File: src/rtl/stage_retire_wide_pkg.sv
// Shared types and helpers for the writeback/retire stage.
// ecause_t matches the trap cause encoding used by the CSR block.
package stage_retire_wide_pkg;

  localparam int MAX_LANES = 4;
  localparam int PC_W      = 30;
  localparam int REG_W     = 5;

  typedef enum logic [3:0] {
    IMISALIGN  = 4'd0,
    IFAULT     = 4'd1,
    IILLEGAL   = 4'd2,
    BREAKPOINT = 4'd3,
    LMISALIGN  = 4'd4,
    LFAULT     = 4'd5,
    SMISALIGN  = 4'd6,
    SFAULT     = 4'd7,
    ECALL      = 4'd8
  } ecause_t;

  function automatic logic [2:0] popcount4(input logic [MAX_LANES-1:0] v);
    logic [2:0] n;
    n = '0;
    for (int i = 0; i < MAX_LANES; i++) n = n + {2'b00, v[i]};
    return n;
  endfunction

  // True when the oldest excepting/flushing lane is a flush rather than an exception.
  function automatic logic surviving_flush(input logic [MAX_LANES-1:0] v,
                                           input logic [MAX_LANES-1:0] e,
                                           input logic [MAX_LANES-1:0] f);
    logic done;
    logic res;
    done = 1'b0;
    res  = 1'b0;
    for (int i = 0; i < MAX_LANES; i++) begin
      if (!done && (e[i] || (v[i] && f[i]))) begin
        done = 1'b1;
        res  = ~e[i];
      end
    end
    return res;
  endfunction

endpackage

File: src/rtl/stage_retire_wide_retire_lane_mask.sv
// In-order kill, retire and register-write mask for one bundle; purely combinational.
// sel is the killing lane when one exists, otherwise the youngest retiring lane.
module retire_lane_mask
  import stage_retire_wide_pkg::*;
#(
  parameter int LANES = 2,
  parameter int SEL_W = 1
) (
  input  logic [LANES-1:0]            valid,
  input  logic [LANES-1:0]            exc,
  input  logic [LANES-1:0]            flush,
  input  logic [LANES-1:0][REG_W-1:0] rd,
  output logic [LANES-1:0]            retire,
  output logic [LANES-1:0]            we,
  output logic [SEL_W-1:0]            sel,
  output logic                        exc_hit,
  output logic                        flush_hit
);

  always_comb begin : p_mask
    logic found;
    retire    = '0;
    we        = '0;
    sel       = '0;
    exc_hit   = 1'b0;
    flush_hit = 1'b0;
    found     = 1'b0;

    // An exception without valid is a fetch-side fault: it still kills younger lanes.
    for (int i = 0; i < LANES; i++) begin
      if (!found) begin
        retire[i] = valid[i] & ~exc[i];
        if (exc[i] || (valid[i] && flush[i])) begin
          found     = 1'b1;
          sel       = SEL_W'(i);
          exc_hit   = exc[i];
          flush_hit = ~exc[i];
        end else if (valid[i]) begin
          sel = SEL_W'(i);
        end
      end
    end

    // Same-rd collisions: the youngest retiring writer wins.
    for (int i = 0; i < LANES; i++) begin
      we[i] = retire[i] & (rd[i] != '0);
      for (int j = i + 1; j < LANES; j++) begin
        if (retire[j] && (rd[j] == rd[i])) we[i] = 1'b0;
      end
    end
  end

endmodule

File: src/rtl/stage_retire_wide.sv
// Writeback/retire stage: registers a LANES-wide bundle, applies in-order kill, drives regfile writes.
// Holds a bundle carrying a surviving flush FLUSH_STALL cycles; effects commit once when the hold ends.
module stage_retire_wide
  import stage_retire_wide_pkg::*;
#(
  parameter int LANES       = 2,
  parameter int XLEN        = 32,
  parameter int FLUSH_STALL = 1,
  parameter int CNT_W       = 64
) (
  input  logic                        clk_core,
  input  logic                        reset,
  input  logic [LANES-1:0]            mem1_valid_wb,
  input  logic [LANES-1:0]            mem1_exc,
  input  ecause_t [LANES-1:0]         mem1_exc_cause,
  input  logic [LANES-1:0]            mem1_flush,
  input  logic [LANES-1:0][PC_W-1:0]  mem1_pc,
  input  logic [LANES-1:0][REG_W-1:0] mem1_wb_reg,
  input  logic [LANES-1:0][XLEN-1:0]  mem1_dout,
  input  logic                        csr_kill,
  output logic                        wb_stall,
  output logic [LANES-1:0]            wb_we,
  output logic [LANES-1:0][REG_W-1:0] wb_reg,
  output logic [LANES-1:0][XLEN-1:0]  wb_data,
  output logic [LANES-1:0]            wb_retire,
  output logic                        wb_exc,
  output ecause_t                     wb_exc_cause,
  output logic                        wb_flush,
  output logic [PC_W-1:0]             wb_pc,
  output logic [CNT_W-1:0]            instret
);

  localparam int SEL_W = (LANES > 1) ? $clog2(LANES) : 1;
  localparam int ST_W  = (FLUSH_STALL > 0) ? $clog2(FLUSH_STALL + 1) : 1;

  typedef struct packed {
    logic              valid;
    logic              exc;
    ecause_t           cause;
    logic              flush;
    logic [PC_W-1:0]   pc;
    logic [REG_W-1:0]  rd;
    logic [XLEN-1:0]   data;
  } retire_lane_t;

  retire_lane_t [LANES-1:0] bund;
  retire_lane_t [LANES-1:0] bund_in;
  logic [ST_W-1:0]          cnt;
  logic                     in_flush;

  logic [LANES-1:0]            b_valid;
  logic [LANES-1:0]            b_exc;
  logic [LANES-1:0]            b_flush;
  logic [LANES-1:0][REG_W-1:0] b_rd;
  logic [LANES-1:0]            m_retire;
  logic [LANES-1:0]            m_we;
  logic [SEL_W-1:0]            m_sel;
  logic                        m_exc_hit;
  logic                        m_flush_hit;

  always_comb begin
    bund_in = '0;
    for (int i = 0; i < LANES; i++) begin
      bund_in[i].valid = mem1_valid_wb[i] & ~csr_kill;
      bund_in[i].exc   = mem1_exc[i] & ~csr_kill;
      bund_in[i].cause = mem1_exc_cause[i];
      bund_in[i].flush = mem1_flush[i] & ~csr_kill;
      bund_in[i].pc    = mem1_pc[i];
      bund_in[i].rd    = mem1_wb_reg[i];
      bund_in[i].data  = mem1_dout[i];
    end
  end

  assign in_flush = surviving_flush(MAX_LANES'(mem1_valid_wb), MAX_LANES'(mem1_exc),
                                    MAX_LANES'(mem1_flush));
  assign wb_stall = (cnt != '0);

  always_ff @(posedge clk_core or posedge reset) begin
    if (reset) begin
      bund    <= '0;
      cnt     <= '0;
      instret <= '0;
    end else begin
      if (csr_kill)
        cnt <= '0;
      else if (wb_stall)
        cnt <= cnt - 1'b1;
      else if (in_flush && (FLUSH_STALL > 0))
        cnt <= ST_W'(FLUSH_STALL);

      // A kill while holding drops the held bundle without it ever retiring.
      if (!wb_stall)
        bund <= bund_in;
      else if (csr_kill)
        bund <= '0;

      if (!wb_stall)
        instret <= instret + CNT_W'(popcount4(MAX_LANES'(wb_retire)));
    end
  end

  always_comb begin
    for (int i = 0; i < LANES; i++) begin
      b_valid[i] = bund[i].valid;
      b_exc[i]   = bund[i].exc;
      b_flush[i] = bund[i].flush;
      b_rd[i]    = bund[i].rd;
      wb_reg[i]  = bund[i].rd;
      wb_data[i] = bund[i].data;
    end
  end

  retire_lane_mask #(
    .LANES (LANES),
    .SEL_W (SEL_W)
  ) u_mask (
    .valid     (b_valid),
    .exc       (b_exc),
    .flush     (b_flush),
    .rd        (b_rd),
    .retire    (m_retire),
    .we        (m_we),
    .sel       (m_sel),
    .exc_hit   (m_exc_hit),
    .flush_hit (m_flush_hit)
  );

  assign wb_retire    = m_retire & {LANES{~wb_stall}};
  assign wb_we        = m_we & {LANES{~wb_stall}};
  assign wb_exc       = m_exc_hit;
  assign wb_flush     = m_flush_hit;
  assign wb_exc_cause = m_exc_hit ? bund[m_sel].cause : IMISALIGN;
  assign wb_pc        = bund[m_sel].pc;

endmodule

File: config.mk
export PLATFORM = sky130hd
export DESIGN_NAME = stage_retire_wide
export DESIGN_NICKNAME = d
export VERILOG_FILES = /design/src/rtl/stage_retire_wide_pkg.sv /design/src/rtl/stage_retire_wide_retire_lane_mask.sv /design/src/rtl/stage_retire_wide.sv
export SDC_FILE = /design/constraint.sdc
export NUM_CORES = 1
export LEC_CHECK = 0
export BUFFER_PORTS_ARGS = -buffer_cell sky130_fd_sc_hd__buf_2
export CAP_MARGIN = 20
export CORE_ASPECT_RATIO = 0.9
export CORE_MARGIN = 1
export CORE_UTILIZATION = 33
export DETAILED_ROUTE_END_ITERATION = 8
export GPL_TIMING_DRIVEN = 1
export PLACE_DENSITY = 0.65
export SYNTH_ARGS = -nofsm -noshare
export SYNTH_HDL_FRONTEND = slang
export SYNTH_SLANG_ARGS = --single-unit
File: constraint.sdc
create_clock -name clk_core -period 11.12 [get_ports clk_core]
set_clock_uncertainty 0.2 [all_clocks]
set_input_delay 2.224 -clock clk_core [delete_from_list [all_inputs] [get_ports clk_core]]
set_output_delay 2.224 -clock clk_core [all_outputs]
set_load 0.005 [all_outputs]
# Word-level counts from Yosys, hierarchy flattened
# Cells that the tools add are included.
# W data, S select, Z words.
[totals]
ff_bits = 213
input_bits = 151
out_inout_bits = 179
wordCells = 76
[op_classes]
n_addsub = 3
magnitude_cmp = 1
n_eq_ne = 2
muxes = 23
bitwise = 18
reduce_logical = 13
[ops]
columns = ["cell", "n"]
rows = [
  ["$mux W148", 2],
  ["$mux W72", 2],
  ["$add A64 B2 Y64", 1],
  ["$mux W1", 18],
  ["$and A1 B1 Y1", 10],
  ["$reduce_bool A5 Y1", 2],
  ["$logic_and A1 B1 Y1", 6],
  ["$not A1 Y1", 6],
  ["$eq A5 B5 Y1", 1],
  ["$and A2 B2 Y2", 2],
  ["$logic_or A1 B1 Y1", 4],
  ["$mux W4", 1],
  ["$add A1 B1 Y2", 1],
  ["$lt A1 B2 Y1 const B", 1],
  ["$ne A2 B2 Y1 const B", 1],
  ["$logic_not A1 Y1", 1],
  ["$sub A1 B1 Y1 const B", 1],
]

# Longest topological paths before layout
[logic_depth]
word_depth = 9
mapped_depth = 12

# Modules after synthesis
# Synthesis repeated with hierarchy kept, for this count alone.
[unflattened]
cells_unflattened = 1060
hier_area_um2 = 10084.7
[modules_own_cells]
columns = ["mod", "instances", "cells_per_inst", "area_per_inst_um2", "seq_area_each_um2"]
rows = [
  ["stage_retire_wide", 1, 1040, 9947.0, 5330.1],
  ["retire_lane_mask", 1, 20, 137.6, 0.0],
]

# Worst setup path after synthesis
# OpenSTA, ideal clock, no wires.
[synth_timing]
path_kind = "reg-to-output"
start = "register bund (netlist bit b_valid[0])"
end = "output wb_pc[24]"
arrival_ps = 1693
path_slack_ps = 7003
stages_incl_launch_ff = 6
n_path_buf = 2
path_cell_list = "dfrtp_1 a21oi_1 o21a_1 clkbuf_1 buf_1 mux2_2"
[synth_between]
elab_chain_cells = 6
[synth_rtl]
columns = ["element", "line", "text"]
rows = [
  ["from (decl)", "stage_retire_wide.sv:46", "retire_lane_t [LANES-1:0] bund;"],
  ["from (signal assigned)", "stage_retire_wide.sv:93", "bund <= bund_in;"],
  ["$logic_and A1 B1 Y1", "stage_retire_wide_retire_lane_mask.sv:33", "if (exc[i] || (valid[i] && flush[i])) begin"],
  ["$logic_or A1 B1 Y1", "stage_retire_wide_retire_lane_mask.sv:33", ""],
  ["$mux W1", "stage_retire_wide_retire_lane_mask.sv:33", ""],
  ["$mux W1", "stage_retire_wide_retire_lane_mask.sv:31", "if (!found) begin"],
  ["$mux W72 (not written as such) (2 in series)", "stage_retire_wide.sv:133", "assign wb_pc = bund[m_sel].pc;"],
  ["to (decl)", "stage_retire_wide.sv:29", "output logic [PC_W-1:0] wb_pc,"],
]
# Every way passes these cells. The select of a mux whose other input is x is not followed.

# Worst setup path after layout
[layout_timing]
start = "register cnt, in the netlist wb_stall"
end = "output wb_we[0]"
[layout_between]
elab_chain_cells = 2
[layout_rtl]
columns = ["element", "line", "text"]
rows = [
  ["from (decl)", "stage_retire_wide.sv:48", "logic [ST_W-1:0] cnt;"],
  ["from (signal assigned)", "stage_retire_wide.sv:87", "cnt <= cnt - 1'b1;"],
  ["from (signal assigned)", "stage_retire_wide.sv:89", "cnt <= ST_W'(FLUSH_STALL);"],
  ["$not A1 Y1", "stage_retire_wide.sv:129", "assign wb_we = m_we & {LANES{~wb_stall}};"],
  ["$and A2 B2 Y2", "stage_retire_wide.sv:129", ""],
  ["to (decl)", "stage_retire_wide.sv:22", "output logic [LANES-1:0] wb_we,"],
]
# Every way passes these cells.

==> results.tsv <==
metric	value	unit
switchingPower	486.3	uW
worst-path-buf-inv	2	
yosysTopAreaCell	dfrtp_1	
hold_viol_final	0	
cts_setup_buffers	0	
tightest_slew	1049	ps
status	finished clean	
globalRouteMet3Util	3.940	%
drive_gt1_share	33.41	%
multi_input_area	3432	um^2
busiest_layer	met2	
fin_ws	5679	ps
switching_share	24.52	%
num_vias	7863	
seq_area_frac_synth	52.77	%
finalNetCount	1432	
r2r_start	wb_stall	
rsz0062_at_grt	no	
cp_cell_sequence	buf_4 > nor3b_1 > o21ai_0 > a31oi_1 > buf_2	
pwr_density_cell	158.7	nW/um^2
cp-end-kind	output port	
postCtsHoldBufs	0	
holdPathStages	1	
largest_reg_flops	68	
max-vdd-ir-drop	0.1120	mV
clock_sinks	213	
synth_seq_cells	213	
synth_cell_types	39	
rows	60	
synth_area_leaders	dfrtp_1 53%, o22ai_1 6.9%, nand2_1 6.2%, inv_1 5.6%, buf_4 5.5%	
cp.arrival	3020	ps
min_period	5441	ps
period_share	48.93	%
clock-root-buffer	clkbuf_16	
finalSetupViolations	0	
dr.pass1.iters	4	
final_max_slew_viol_count	0	
ff2ff_setup_slack	6760	ps
seq_power_share	43.8	%
routed_wl	26160	um
final.setup.tns	0	ps
power_frac_comb	10.4	%
reg2reg_depth	9	
p_clk_share	45.8	%
die_h	168.0	um
cts_tree	yes	
die_x	186.4	um
register_area	5334	um^2
place_congestion	0.8215	
htreeDepth	1	
dp_slack	6151	ps
io_pins	330	
grt_pass1_wl	41570	um
grt_max_degree	147	
dp.final_hpwl	18330	um
wire_per_inst	15.35	um
syn_avg_cell_area	9.685	um^2
max_freq	183.8	MHz
critPathMaxFanout	83	
io_buffer_count	329	
min_to	instret[63]	
critPathKind	reg -> out	
crit_family	flip-flops	
worstSetupStartpointType	flip-flop	
area_delta_synth_final	23.76	%
drc	0	
grt_overflow	0	
die_area	31310	um^2
vias_per_cell	4.614	
p_int	1497	uW
largest_register	bund	
ant_nets	0	
grtUsageTotal	16.40	%
cp.required	8700	ps
coreArea	30030	um^2
cts_buffer_depth	3	
netlist_instances	1043	
met1_usage	21.79	%
netlist_area	10100	um^2
drv_cap	0	
start_util	33.64	%
ctsResizeCount	0	
grt_pass1_vias	7518	
reg2reg_to	instret[46]	
cp_slowest_stage_delay	770	ps
antenna_found_initial	4	
min_from	instret[63]	
cp_slowest_cell	dfrtp_4	
crit_cells	5	
path_clk_slew	60	ps
met2_usage	26.43	%
synth_nets	1196	
yosys_warnings	0	
first_iter_violations	487	
cts_buffers	26	
clk-insertion-delay-late	520	ps
relSlewSlack	30.07	%
fillers	2983	
hp-class	reg -> reg	
synth_top_cell_area_share	52.77	%
p_leak	0.006356	uW
==> power by group through the flow <==
stage                     clock network, uW  logic (uW)  registers (uW)
after floorplan                           0         137             869
after global placement                    0         203             882
after detailed placement                  0         209             881
after CTS                               934         209             868
after global routing                    966         230             875
final                                   909         206             868
==> worst reg2reg max path, stage by stage, from the launching register on <==
cell,delay [ps]
dfrtp_4,770
buf_4,480
nor3b_1,560
fa_1,370
ha_1,200
nand3b_1,160
nor4_4,410
nand3_2,470
nor4_1,460
xor2_1,190
==> synth_stat cells, drive strengths merged <==
cell type,number
a31oi,1
o22ai,112
and3,5
clkbuf,47
nor2,28
buf,81
or2,3
nand3,26
nand4,20
nand2,167
nor3b,2
mux2i,10
inv,151
dfrtp,213
xor2,31
or4,2
o21a,2
and4,2
xnor2,36
nand4b,1
ha,1
nand3b,1
a21oi,4
o21ai,31
fa,1
mux2,32
nor4,15
nor3,15
nor2b,3
==> how the worst max path moves through the flow <==
stage | startpoint | endpoint | slack, ps
detailed placement | wb_stall | wb_we[0] | 6150
global placement | wb_stall | wb_we[0] | 6170
finish | wb_stall | wb_we[0] | 5680
CTS | wb_stall | wb_we[0] | 5590
floorplan | reset | b_exc[0] | 2870
global route | wb_stall | wb_we[0] | 5450
==> routing by layer <==
| metal | vias up | wire [um] |
|---|---|---|
| met5 | - | 31 |
| met4 | 4 | 614 |
| met3 | 40 | 1793 |
| met2 | 277 | 12210 |
| met1 | 3733 | 11520 |
| li1 | 3809 | - |
==> stage by stage <==
step                      hold WS (ps)  util [%]  instance area, um^2  power [uW]  cells
after floorplan                  249.2         -                10100        1006   1043
after global placement           254.1     38.40                11530        1085   1652
after detailed placement         258.2     38.45                11550        1090   1653
after CTS                        270.0     41.52                12470        2011   1701
after global routing             281.2     41.62                12500        2072   1703
final                            268.6     41.63                12500        1983   1704
==> area by class of cell <==
cell class                      instances  area share (%)
Clock buffer                           41           6.226
Antenna cell                            2         0.04004
Tap cell                              403           4.034
Sequential cell                       213           42.67
Inverter                              151           4.594
Timing Repair Buffer                  336           13.83
Clock inverter                          7           1.151
Multi-Input combinational cell        551           27.45
==> logic make-up (layout without fill, tap and decap cells) <==
group	after synthesis	after routing	share of synthesized area (%)
compound gates	150	150	8.881
xor+xnor	67	67	5.809
fa+ha+maj	2	2	0.3220
buf+inv	279	535	13.29
flops	213	213	52.77
mux	42	42	4.558
other cells	0	2	0
simple gates	290	290	14.37
==> placed cells by master, fill, tap and decap left out, drive strengths merged, types with 15 or more instances in the layout <==
master	Yosys	layout
buf	81	336
clkbuf	47	41
nand3	26	26
nor2	28	28
xnor2	36	36
nor4	15	15
inv	151	152
nand4	20	20
o22ai	112	112
nand2	167	167
o21ai	31	31
mux2	32	32
nor3	15	15
xor2	31	31
dfrtp	213	213
No activity file was read; power rests on OpenSTA's default activity.
